**config.mk**
```make
export PLATFORM = sky130hd
export DESIGN_NAME = uart_8
export DESIGN_NICKNAME = d
export VERILOG_FILES = /design/src/rtl/uart_8.sv
export SDC_FILE = /design/constraint.sdc
export NUM_CORES = 1
export LEC_CHECK = 0
export BUFFER_PORTS_ARGS = -buffer_cell sky130_fd_sc_hd__buf_2
export CELL_PAD_IN_SITES_DETAIL_PLACEMENT = 0
export CELL_PAD_IN_SITES_GLOBAL_PLACEMENT = 2
export CORE_UTILIZATION = 42
export DETAILED_ROUTE_END_ITERATION = 10
export PLACE_DENSITY_LB_ADDON = 0.12
export SYNTH_ARGS = -nofsm -noshare
export SYNTH_HDL_FRONTEND = slang
export SYNTH_SLANG_ARGS = --single-unit
```
**constraint.sdc**
```tcl
create_clock -name clk -period 4.7 [get_ports clk]
set_clock_uncertainty 0.15 [all_clocks]
set_input_delay 0.235 -clock clk [delete_from_list [all_inputs] [get_ports clk]]
set_output_delay 0.235 -clock clk [all_outputs]
set_load 0.02 [all_outputs]
```
**src/rtl/uart_8.sv**
```systemverilog
// 8N1 UART with independent receiver (16x oversampled) and transmitter.
// Each side has its own baud generator, restarted at the start of a frame.
module uart_8 #(
    parameter int unsigned CLOCK_RATE   = 12000000,
    parameter int unsigned BAUD_RATE    = 9600,
    parameter int unsigned TURBO_FRAMES = 0
) (
    input  logic       clk,
    input  logic       reset,
    input  logic       rxEn,
    input  logic       rxIn,
    output logic       rxBusy,
    output logic       rxDone,
    output logic       rxErr,
    output logic [7:0] rxOut,
    input  logic       txEn,
    input  logic       txStart,
    input  logic [7:0] txIn,
    output logic       txBusy,
    output logic       txDone,
    output logic       txOut
);

    localparam int unsigned RX_DIV = (CLOCK_RATE + BAUD_RATE * 8) / (BAUD_RATE * 16);
    localparam int unsigned TX_DIV = (CLOCK_RATE + BAUD_RATE / 2) / BAUD_RATE;
    localparam int unsigned RX_W   = (RX_DIV > 1) ? $clog2(RX_DIV) : 1;
    localparam int unsigned TX_W   = (TX_DIV > 1) ? $clog2(TX_DIV) : 1;

    typedef enum logic [2:0] {RX_IDLE, RX_START, RX_DATA, RX_STOP, RX_READY} rxState_t;
    typedef enum logic [1:0] {TX_IDLE, TX_START, TX_DATA, TX_STOP} txState_t;

    // ---------------- receiver ----------------
    rxState_t        rxState, rxNext;
    logic            rxSync1, rxSync2;
    logic [RX_W-1:0] rxBaudCnt;
    logic            rxTick, rxBaudClr;
    logic [3:0]      rxTickCnt, rxTickCntNext;
    logic [2:0]      rxBitIdx, rxBitIdxNext;
    logic [7:0]      rxShift, rxShiftNext, rxOutNext;
    logic            rxDoneNext, rxErrNext;

    assign rxTick = (rxBaudCnt == RX_W'(RX_DIV - 1));
    assign rxBusy = (rxState == RX_START) || (rxState == RX_DATA) || (rxState == RX_STOP);

    always_ff @(posedge clk or posedge reset) begin
        if (reset) begin
            rxSync1   <= 1'b1;
            rxSync2   <= 1'b1;
            rxState   <= RX_IDLE;
            rxBaudCnt <= '0;
            rxTickCnt <= '0;
            rxBitIdx  <= '0;
            rxShift   <= '0;
            rxOut     <= '0;
            rxDone    <= 1'b0;
            rxErr     <= 1'b0;
        end else begin
            rxSync1   <= rxIn;
            rxSync2   <= rxSync1;
            rxState   <= rxNext;
            rxBaudCnt <= (rxBaudClr || rxTick) ? '0 : rxBaudCnt + 1'b1;
            rxTickCnt <= rxTickCntNext;
            rxBitIdx  <= rxBitIdxNext;
            rxShift   <= rxShiftNext;
            rxOut     <= rxOutNext;
            rxDone    <= rxDoneNext;
            rxErr     <= rxErrNext;
        end
    end

    always_comb begin
        rxNext        = rxState;
        rxTickCntNext = rxTick ? rxTickCnt + 4'd1 : rxTickCnt;
        rxBitIdxNext  = rxBitIdx;
        rxShiftNext   = rxShift;
        rxOutNext     = rxOut;
        rxDoneNext    = 1'b0;
        rxErrNext     = 1'b0;
        rxBaudClr     = 1'b0;
        case (rxState)
            RX_IDLE: begin
                rxTickCntNext = '0;
                rxBitIdxNext  = '0;
                if (!rxSync2) begin
                    rxNext    = RX_START;
                    rxBaudClr = 1'b1;
                end
            end
            RX_START: begin
                // Mid start bit: still low means a real frame, high means a glitch.
                if (rxTick && rxTickCnt == 4'd7) begin
                    rxTickCntNext = '0;
                    rxNext        = rxSync2 ? RX_IDLE : RX_DATA;
                end
            end
            RX_DATA: begin
                if (rxTick && rxTickCnt == 4'd15) begin
                    rxShiftNext  = {rxSync2, rxShift[7:1]};
                    rxBitIdxNext = rxBitIdx + 3'd1;
                    if (rxBitIdx == 3'd7) rxNext = RX_STOP;
                end
            end
            RX_STOP: begin
                if (rxTick && rxTickCnt == 4'd15) begin
                    if (rxSync2) begin
                        rxNext     = RX_READY;
                        rxOutNext  = rxShift;
                        rxDoneNext = 1'b1;
                    end else begin
                        rxNext    = RX_IDLE;
                        rxErrNext = 1'b1;
                    end
                end
            end
            RX_READY: rxNext = RX_IDLE;
            default:  rxNext = RX_IDLE;
        endcase
        if (!rxEn) begin
            rxNext     = RX_IDLE;
            rxOutNext  = rxOut;
            rxDoneNext = 1'b0;
            rxErrNext  = 1'b0;
            rxBaudClr  = 1'b0;
        end
    end

    // ---------------- transmitter ----------------
    txState_t        txState, txNext;
    logic [TX_W-1:0] txBaudCnt;
    logic            txTick, txBaudClr, txLoad;
    logic [2:0]      txBitIdx, txBitIdxNext;
    logic [7:0]      txShift, txShiftNext;
    logic            txDoneNext, txOutNext;

    assign txTick = (txBaudCnt == TX_W'(TX_DIV - 1));
    assign txBusy = (txState != TX_IDLE);

    always_ff @(posedge clk or posedge reset) begin
        if (reset) begin
            txState   <= TX_IDLE;
            txBaudCnt <= '0;
            txBitIdx  <= '0;
            txShift   <= '0;
            txDone    <= 1'b0;
            txOut     <= 1'b1;
        end else begin
            txState   <= txNext;
            txBaudCnt <= (txBaudClr || txTick) ? '0 : txBaudCnt + 1'b1;
            txBitIdx  <= txBitIdxNext;
            txShift   <= txShiftNext;
            txDone    <= txDoneNext;
            txOut     <= txOutNext;
        end
    end

    always_comb begin
        txNext       = txState;
        txBitIdxNext = txBitIdx;
        txShiftNext  = txShift;
        txDoneNext   = 1'b0;
        txBaudClr    = 1'b0;
        txLoad       = 1'b0;
        case (txState)
            TX_IDLE: txLoad = txStart;
            TX_START: begin
                if (txTick) begin
                    txNext       = TX_DATA;
                    txBitIdxNext = '0;
                end
            end
            TX_DATA: begin
                if (txTick) begin
                    if (txBitIdx == 3'd7) begin
                        txNext = TX_STOP;
                    end else begin
                        txBitIdxNext = txBitIdx + 3'd1;
                        txShiftNext  = {1'b0, txShift[7:1]};
                    end
                end
            end
            TX_STOP: begin
                if (txTick) begin
                    txDoneNext = 1'b1;
                    txNext     = TX_IDLE;
                    txLoad     = (TURBO_FRAMES != 0) && txStart;
                end
            end
            default: txNext = TX_IDLE;
        endcase
        if (txLoad) begin
            txNext      = TX_START;
            txShiftNext = txIn;
            txBaudClr   = 1'b1;
        end
        if (!txEn) begin
            txNext     = TX_IDLE;
            txDoneNext = 1'b0;
        end
        // Line level is registered from the next state so txOut changes with the state.
        case (txNext)
            TX_START: txOutNext = 1'b0;
            TX_DATA:  txOutNext = txShiftNext[0];
            default:  txOutNext = 1'b1;
        endcase
    end

endmodule

```
==> metrics.md, run 1 <==
| Metric | Value |
|---|---|
| Outcome | completed |
| Global-route wire length before repair | 9280 um |
| Post-Synthesis Cells | between 200 and 300 |
| Largest net degree at the start of global routing | 64 |
| Gate power share | about a tenth |
| Average cell area after synthesis | between 10 and 15 um^2 |
| Total negative slack for setup checks | 0 ns |
| Violation count after the first detailed-routing iteration | 83 |
| Internal Pwr Total | about 0.89 mW |
| Number of buffers created by CTS | 9 |
| Dominant register cell in the synthesized netlist | sky130_fd_sc_hd__dfrtp_1 |
| Worst reg-to-reg path cell count | 7 |
| # H-tree levels | 3 |
| Capturing element type of the critical path | flip-flop |
| Placement Rows | 30 |
| Fin crit share | between 40% and 50% |
| Worst hold path depth | 3 |
| Post-layout total power | 1.21 mW |
| Kind of start point of the critical path | flip-flop |
| Seq/Total Area, Yosys | 53.9% |
| Endpoint arrival time on the critical path | roughly 2.3 ns |
| Smallest setup slack after layout | ~2.4 ns |
| Final routed wirelength across all metal layers | 5310 um |
| Required time worst endpoint | 4.77 ns |
| Dpl cell area | 3130 um^2 |
| Number of warnings printed during yosys synthesis | 0 |
| Cell area after layout | about 3400 um^2 |
| Switching power summed over all nets | around 0.31 mW |
| Hold worst-path end | txOut$_DFF_PP1_ |
| Endpoints failing hold | 0 |
| Iteration count of the initial detailed-routing pass | 4 |
| Layout net count | between 300 and 400 |
| Effective utilization at floorplan | 43.4% |
| Syn_nets | between 200 and 300 |
| Cell type contributing the most total cell area after synthesis | sky130_fd_sc_hd__dfrtp_1 |
| Total power density per cell area | roughly 360 nW/um^2 |
| Total global routing track utilization | approximately 16% |
| Post-CTS Hold Buffers | 4 |
| Post-DRT Antenna Nets | 0 |
| Placed wire-length estimate after detailed placement | between 3000 and 4000 um |
| Crit Reg-Reg Endpoint | rxOut[7]$_DFFE_PP0P_ |
| Max rail drop VDD | 0.000191 V |
| Clock latency of the later-clocked register in the worst-skew pair | roughly 0.34 ns |
| Fmax | between 0.4 and 0.5 GHz |
| Reg-to-Reg Start | rxBaudCnt[1]$_DFF_PP0_ |
| Root Buffer | sky130_fd_sc_hd__clkbuf_8 |
| Slew at the pin with the worst max-slew slack | between 0.9 and 1 ns |
| Sequential share of power | ~51% |
| Max-cap check violation count | 0 |
| #FFs+latches synth | 63 |
| Post-cts gate resize count | 0 |
| Via count normalized by instance count | between 5 and 6 |
| Unrepaired setup endpoints after global routing | no |
| Area added between synthesis and finish | 14.9% |
| Die boundary width | about 86 um |
| DR WL/cell | 13.7 um |
| Vias | 1990 |
| Setup slack of the most critical reg-to-reg path | between 2 and 2.5 ns |
| Overall die area | 7320 um^2 |
| Boundary Pins | 28 |
| Count of input and output buffers | 27 |
| CTS clock-pin slew for the worst setup and hold paths | about 0.07 ns |
| Switching share of power | a little over a quarter |
| Number of max-slew violations in the final report | 0 |
| Largest fanout on the critical path | 9 |
| Die outline height | roughly 86 um |
| Biggest area contributors in the synthesized netlist | sky130_fd_sc_hd__dfrtp_1, sky130_fd_sc_hd__mux2_2, sky130_fd_sc_hd__nor2_1 |
| Antenna violations before repair | 0 |
| Number of distinct library cell variants in the gate-level netlist after synthesis | between 40 and 50 |
| Antenna diodes | 0 |
| Post-route worst hold slack | just under 0.04 ns |
| Routability congestion estimate from global placement | 0.718 |
| Number of clock sinks | 63 |
| Number of flops mapped to enable cells by yosys | 0 |
| Via count of the first global-routing pass | around 1900 |
| Post-synthesis instance area | 2930 um^2 |
| Ratio of cells with drive above 1 in the final layout | about a quarter |
| Post CTS Setup Buffer Count | 0 |
| Global-route congestion overflow total | 0 |
| Post-synth ARST share | 100% |
| Pre-CTS setup slack | about 2.4 ns |
| Clk pwr share | about two fifths |
| Placeable Area | about 6800 um^2 |
| Slew headroom | a little under two fifths |
| Time the worst path needs with I/O delays and setup | 2.26 ns |
| Proportion of netlist area held by the largest area contributor | slightly above 50% |
| Largest buffer count on any clock path | 2 |
| Most common library cells after synthesis | sky130_fd_sc_hd__dfrtp_1, sky130_fd_sc_hd__nor2_1, sky130_fd_sc_hd__mux2_2, sky130_fd_sc_hd__nand2_1, sky130_fd_sc_hd__nand3_1 |
| Number of endpoints failing setup at the final stage | 0 |
| CTS tree | done |
| Critical setup path kind | reg2reg |
| Launch instance of the worst min-delay path | txStart |
| Path type of the worst min-delay path | in2reg |
| Leakage power figure | ~1.6 nW |
| DRC | 0 |
| Leading cell type by number of instances after synthesis | sky130_fd_sc_hd__dfrtp_1 |
[through the flow]
| step | util, % | cells |
|---|---|---|
| after floorplan | - | 267 |
| after global placement | 46.4 | 367 |
| after detailed placement | 46.4 | 367 |
| after CTS | 49.9 | 387 |
| after global routing | 49.9 | 387 |
| final | 49.9 | 387 |
[layout make-up]
cell class                 count  area [um^2]
tap                           80          100
fill                         658         3390
clock inverter                 6         60.1
multi-input combinational    187         1270
timing repair buffer          33          190
sequential                    63         1580
clock buffer                  10          138
inverter                       8         30.0
[cells in the final DEF, fill, tap and decap left out, types with 2 or more instances in the layout]
cell type and n:
sky130_fd_sc_hd__xor2_1 9, sky130_fd_sc_hd__dlygate4sd3_1 4, sky130_fd_sc_hd__dfrtp_1 60, sky130_fd_sc_hd__a21oi_1 12, sky130_fd_sc_hd__buf_2 27, sky130_fd_sc_hd__mux2_2 17
sky130_fd_sc_hd__or2_2 2, sky130_fd_sc_hd__a211oi_1 2, sky130_fd_sc_hd__a32oi_1 2, sky130_fd_sc_hd__nand3_1 13, sky130_fd_sc_hd__clkinv_2 3, sky130_fd_sc_hd__buf_4 2
sky130_fd_sc_hd__clkinvlp_4 2, sky130_fd_sc_hd__mux2i_1 8, sky130_fd_sc_hd__and3_1 5, sky130_fd_sc_hd__xnor2_1 9, sky130_fd_sc_hd__and2_0 2, sky130_fd_sc_hd__nor3_1 5
sky130_fd_sc_hd__nand2b_1 2, sky130_fd_sc_hd__nand4_1 7, sky130_fd_sc_hd__dfstp_2 3, sky130_fd_sc_hd__clkbuf_8 10, sky130_fd_sc_hd__ha_1 9, sky130_fd_sc_hd__nand2_1 16
sky130_fd_sc_hd__o21ai_0 8, sky130_fd_sc_hd__nor2_1 39, sky130_fd_sc_hd__inv_1 7, sky130_fd_sc_hd__and4bb_2 2
[flip-flops by register name (all words and copies together), names as in the netlist, 4 cells and up]
name       flops
rxBaudCnt      7
txShift        8
rxShift        8
txBaudCnt     11
rxTickCnt      4
rxOut          8
[critical path, stage by stage (launching register included)]
cell and delay, ns:
sky130_fd_sc_hd__dfrtp_1 0.39, sky130_fd_sc_hd__inv_1 0.06, sky130_fd_sc_hd__ha_1 0.12, sky130_fd_sc_hd__and4bb_2 0.28, sky130_fd_sc_hd__nand4_4 0.19, sky130_fd_sc_hd__nor2_4 0.15
sky130_fd_sc_hd__and3_1 0.41, sky130_fd_sc_hd__mux2_2 0.39
[layer usage]
metal	up-vias	GRT usage, %	share of wire, %
met5	-	0	0
met2	29	23.3	45
met4	0	8.64	2.0
li1	996	-	-
met1	956	23.0	51
met3	9	4.04	2.7
[power by group through the flow]
stage	combinational (mW)	sequential (mW)	clock, mW
6_report	0.122	0.619	0.468
5_1_grt	0.141	0.626	0.508
4_1_cts	0.125	0.620	0.488
3_5_place_dp	0.122	0.630	0
3_3_place_gp	0.119	0.630	0
2_1_floorplan	0.0973	0.618	0
[kinds of logic (layout without fill, tap and decap cells)]
| logic type | after synthesis | after routing | synth area share, % |
|---|---|---|---|
| AND/OR/NAND/NOR | 104 | 104 | 18.5 |
| flip-flops | 63 | 63 | 53.9 |
| AO/OA/AOI/OAI | 31 | 31 | 6.44 |
| multiplexers | 25 | 25 | 9.26 |
| XOR/XNOR | 18 | 18 | 5.38 |
| buffers and inverters | 17 | 57 | 2.73 |
| adder cells (fa/ha/maj) | 9 | 9 | 3.84 |
[worst max path at each step]
| stage | from | endpoint | slack, ns | depth (start not counted) |
|---|---|---|---|---|
| CTS | rxBaudCnt[1]$_DFF_PP0_ | rxOut[7]$_DFFE_PP0P_ | 2.41 | 7 |
| global route | rxBaudCnt[1]$_DFF_PP0_ | rxOut[5]$_DFFE_PP0P_ | 2.29 | 7 |
| global placement | txState[0]$_DFF_PP0_ | txShift[2]$_DFFE_PP0P_ | 2.48 | 4 |
| detailed placement | rxBaudCnt[1]$_DFF_PP0_ | rxOut[5]$_DFFE_PP0P_ | 2.42 | 7 |
| finish | rxBaudCnt[1]$_DFF_PP0_ | rxOut[7]$_DFFE_PP0P_ | 2.44 | 7 |
| floorplan | rxBaudCnt[1]$_DFF_PP0_ | rxOut[0]$_DFFE_PP0P_ | 2.72 | 8 |
Note: power is estimated with default switching activity, not from simulation.
==> inputs of run 2 (changes only) <==
--- a/config.mk
+++ b/config.mk
@@ -8,7 +8,7 @@
 export BUFFER_PORTS_ARGS = -buffer_cell sky130_fd_sc_hd__buf_2
 export CELL_PAD_IN_SITES_DETAIL_PLACEMENT = 0
 export CELL_PAD_IN_SITES_GLOBAL_PLACEMENT = 2
-export CORE_UTILIZATION = 42
+export CORE_UTILIZATION = 39
 export DETAILED_ROUTE_END_ITERATION = 10
 export PLACE_DENSITY_LB_ADDON = 0.12
 export SYNTH_ARGS = -nofsm -noshare
==> constraint.sdc (replaced) <==
create_clock -name clk -period 2.35 [get_ports clk]
set_clock_uncertainty 0.15 [all_clocks]
set_input_delay 0.1175 -clock clk [delete_from_list [all_inputs] [get_ports clk]]
set_output_delay 0.1175 -clock clk [all_outputs]
set_load 0.02 [all_outputs]
==> run 2 against run 1 <==
Against the previous run: critical path depth is the same; non-clock buffer count increased by 16; critical path type unchanged; hold slack better by 0.17 ns; clock-buffer cell count unchanged; setup slack got worse by 2.2 ns; via count grew 1.5%; sequential share of layout area is 2.6 points lower; highest routed layer unchanged.
==> metrics.md, run 2 (same netlist as run 1, synthesis figures left out) <==
| Metric | Value |
|---|---|
| Endpoints failing hold | 0 (unchanged) |
| Critical setup path kind | reg2reg (unchanged) |
| Antenna diodes | 0 (unchanged) |
| Unrepaired setup endpoints after global routing | no (unchanged) |
| Multi-input gate area | 1270 um^2 (unchanged) |
| Via count normalized by instance count | 4.78 (was 5.14) |
| Global-route wire length before repair | 9320 um (was 9280 um) |
| Filler Cell Count | 689 (was 658) |
| Placeable Area | 7250 um^2 (was 6760 um^2) |
| CTS clock-pin slew for the worst setup and hold paths | 0.07 ns (about the same) |
| Total power density per cell area | 705 nW/um^2 (was 359 nW/um^2) |
| Number of buffers created by CTS | 9 (unchanged) |
| Total global routing track utilization | 15.8% (was 16.3%) |
| Largest buffer count on any clock path | 2 (unchanged) |
| Largest register by flop count | txBaudCnt (unchanged) |
| Endpoint arrival time on the critical path | 2.22 ns (was 2.33 ns) |
| Vias | 2019 (was 1990) |
| Clock latency of the later-clocked register in the worst-skew pair | 0.33 ns (was 0.34 ns) |
| Post-layout total power | 2.51 mW (was 1.21 mW) |
| Die boundary width | 88.7 um (was 85.6 um) |
| Post-CTS Hold Buffers | 13 (was 4) |
| Placement Rows | 31 (was 30) |
| Post-cts gate resize count | 0 (unchanged) |
| Placed wire-length estimate after detailed placement | 3700 um (was 3510 um) |
| Ratio of cells with drive above 1 in the final layout | 25.7% (was 25.1%) |
| Die outline height | 88.7 um (was 85.6 um) |
| Most common cell after layout, fill and taps aside | sky130_fd_sc_hd__dfrtp_1 (unchanged) |
| Most used cells in the layout excluding fill and tap cells | sky130_fd_sc_hd__dfrtp_1, sky130_fd_sc_hd__nor2_1, sky130_fd_sc_hd__buf_2 (unchanged) |
| Slowest-stage cell, CP | sky130_fd_sc_hd__dfrtp_1 (was sky130_fd_sc_hd__and3_1) |
| Root Buffer | sky130_fd_sc_hd__clkbuf_8 (unchanged) |
| Final routed wirelength across all metal layers | 5370 um (was 5310 um) |
| Setup slack of the most critical reg-to-reg path | 0.19 ns (was 2.44 ns) |
| Number of flip-flops under the largest register name | 11 (unchanged) |
| Post-route worst hold slack | 0.207 ns (was 0.0397 ns) |
| Slew headroom | 65.1% (was 37.5%) |
| CTS tree | done (unchanged) |
| Storage element area | 1580 um^2 (unchanged) |
| Layout net count | 341 (was 325) |
| Total negative slack for setup checks | 0 ns (unchanged) |
| Kind of start point of the critical path | flip-flop (unchanged) |
| Worst path bufs/invs | 2 (was 1) |
| # H-tree levels | 3 (unchanged) |
| Fin crit share | 91.7% (was 48.1%) |
| Post-DRT Antenna Nets | 0 (unchanged) |
| Post CTS Setup Buffer Count | 0 (unchanged) |
| Number of endpoints failing setup at the final stage | 0 (unchanged) |
| Worst-path cell chain | inv_1 -> ha_1 -> and4bb_2 -> nand4_4 -> buf_4 -> nor2_2 -> mux2_2 (was inv_1 -> ha_1 -> and4bb_2 -> nand4_4 -> nor2_4 -> and3_1 -> mux2_2) |
| Number of clock sinks | 63 (unchanged) |
| Required time worst endpoint | 2.42 ns (was 4.77 ns) |
| Global-route congestion overflow total | 0 (unchanged) |
| DR WL/cell | 12.7 um (was 13.7 um) |
| Violation count after the first detailed-routing iteration | 52 (was 83) |
| Iteration count of the initial detailed-routing pass | 4 (unchanged) |
| Routability congestion estimate from global placement | 0.733 (was 0.718) |
| Leakage power figure | 1.70 nW (was 1.61 nW) |
| Path type of the worst min-delay path | reg2reg (was in2reg) |
| Outcome | completed (unchanged) |
| Boundary Pins | 28 (unchanged) |
| Count of input and output buffers | 27 (unchanged) |
| Largest fanout on the critical path | 8 (was 9) |
| Overall die area | 7870 um^2 (was 7320 um^2) |
| DRC | 0 (unchanged) |
| Slew at the pin with the worst max-slew slack | 0.523 ns (was 0.934 ns) |
| Fmax | 0.464 GHz (was 0.442 GHz) |
| Time the worst path needs with I/O delays and setup | 2.16 ns (was 2.26 ns) |
| Family of cells with the greatest summed delay on the critical path | simple AND/OR/NAND/NOR gates (unchanged) |
| Largest net degree at the start of global routing | 26 (was 64) |
| Capturing element type of the critical path | flip-flop (unchanged) |
| Max-cap check violation count | 0 (unchanged) |
| Area added between synthesis and finish | 21.5% (was 14.9%) |
| Largest stage delay on the critical path | 0.39 ns (was 0.41 ns) |
| Antenna violations before repair | 0 (unchanged) |
| Number of max-slew violations in the final report | 0 (unchanged) |
| Effective utilization at floorplan | 40.4% (was 43.4%) |
| Max rail drop VDD | 0.000333 V (was 0.000191 V) |
| Via count of the first global-routing pass | 1879 (was 1929) |
## run 2: area by class of cell
type / count / share of cell area, %
repair buffers: 49 / 9.69
clock buffers: 10 / 3.58
inverters: 8 / 0.842
clock inverters: 6 / 2.39
flip-flops and latches: 63 / 44.3
multi-input cells: 187 / 35.7
well taps: 99 / 3.47
## run 2: per-stage QoR
| step | area [um^2] | instances | setup WS (ns) | util (%) |
|---|---|---|---|---|
| after CTS | 3560 | 422 | 0.177 | 49.1 |
| after global routing | 3560 | 422 | 0.0639 | 49.1 |
| after floorplan | 2930 | 267 | 0.370 | - |
| final | 3560 | 422 | 0.195 | 49.1 |
| after global placement | 3220 | 393 | 0.218 | 44.4 |
| after detailed placement | 3220 | 393 | 0.182 | 44.4 |
## run 2: metal layers
layer / up-vias / track usage, % / wire length [um]
met2: 23 / 22.9 / 2400
met3: 7 / 4.85 / 135
met1: 968 / 21.8 / 2740
met5: - / 0 / 0
li1: 1021 / - / -
met4: 0 / 6.60 / 92
## run 2: worst paths after layout
check / startpoint / to / cells past startpoint
worst max register to register: rxBaudCnt[1]$_DFF_PP0_ / rxShift[1]$_DFFE_PP0P_ / 7
max in group asynchronous: reset / rxSync2$_DFF_PP1_ / 4
worst min-delay path: rxSync1$_DFF_PP1_ / rxSync2$_DFF_PP1_ / 0
worst min register to register: rxSync1$_DFF_PP1_ / rxSync2$_DFF_PP1_ / 0
worst max-delay path: rxBaudCnt[1]$_DFF_PP0_ / rxShift[1]$_DFFE_PP0P_ / 7
min in group asynchronous: reset / rxBaudCnt[4]$_DFF_PP0_ / 3
## run 2: power breakdown
| part | switching (mW) | internal (mW) | leakage [nW] |
|---|---|---|---|
| Combinational | 0.137 | 0.130 | 0.760 |
| Clock | 0.417 | 0.594 | 0.102 |
| Sequential | 0.0702 | 1.17 | 0.834 |
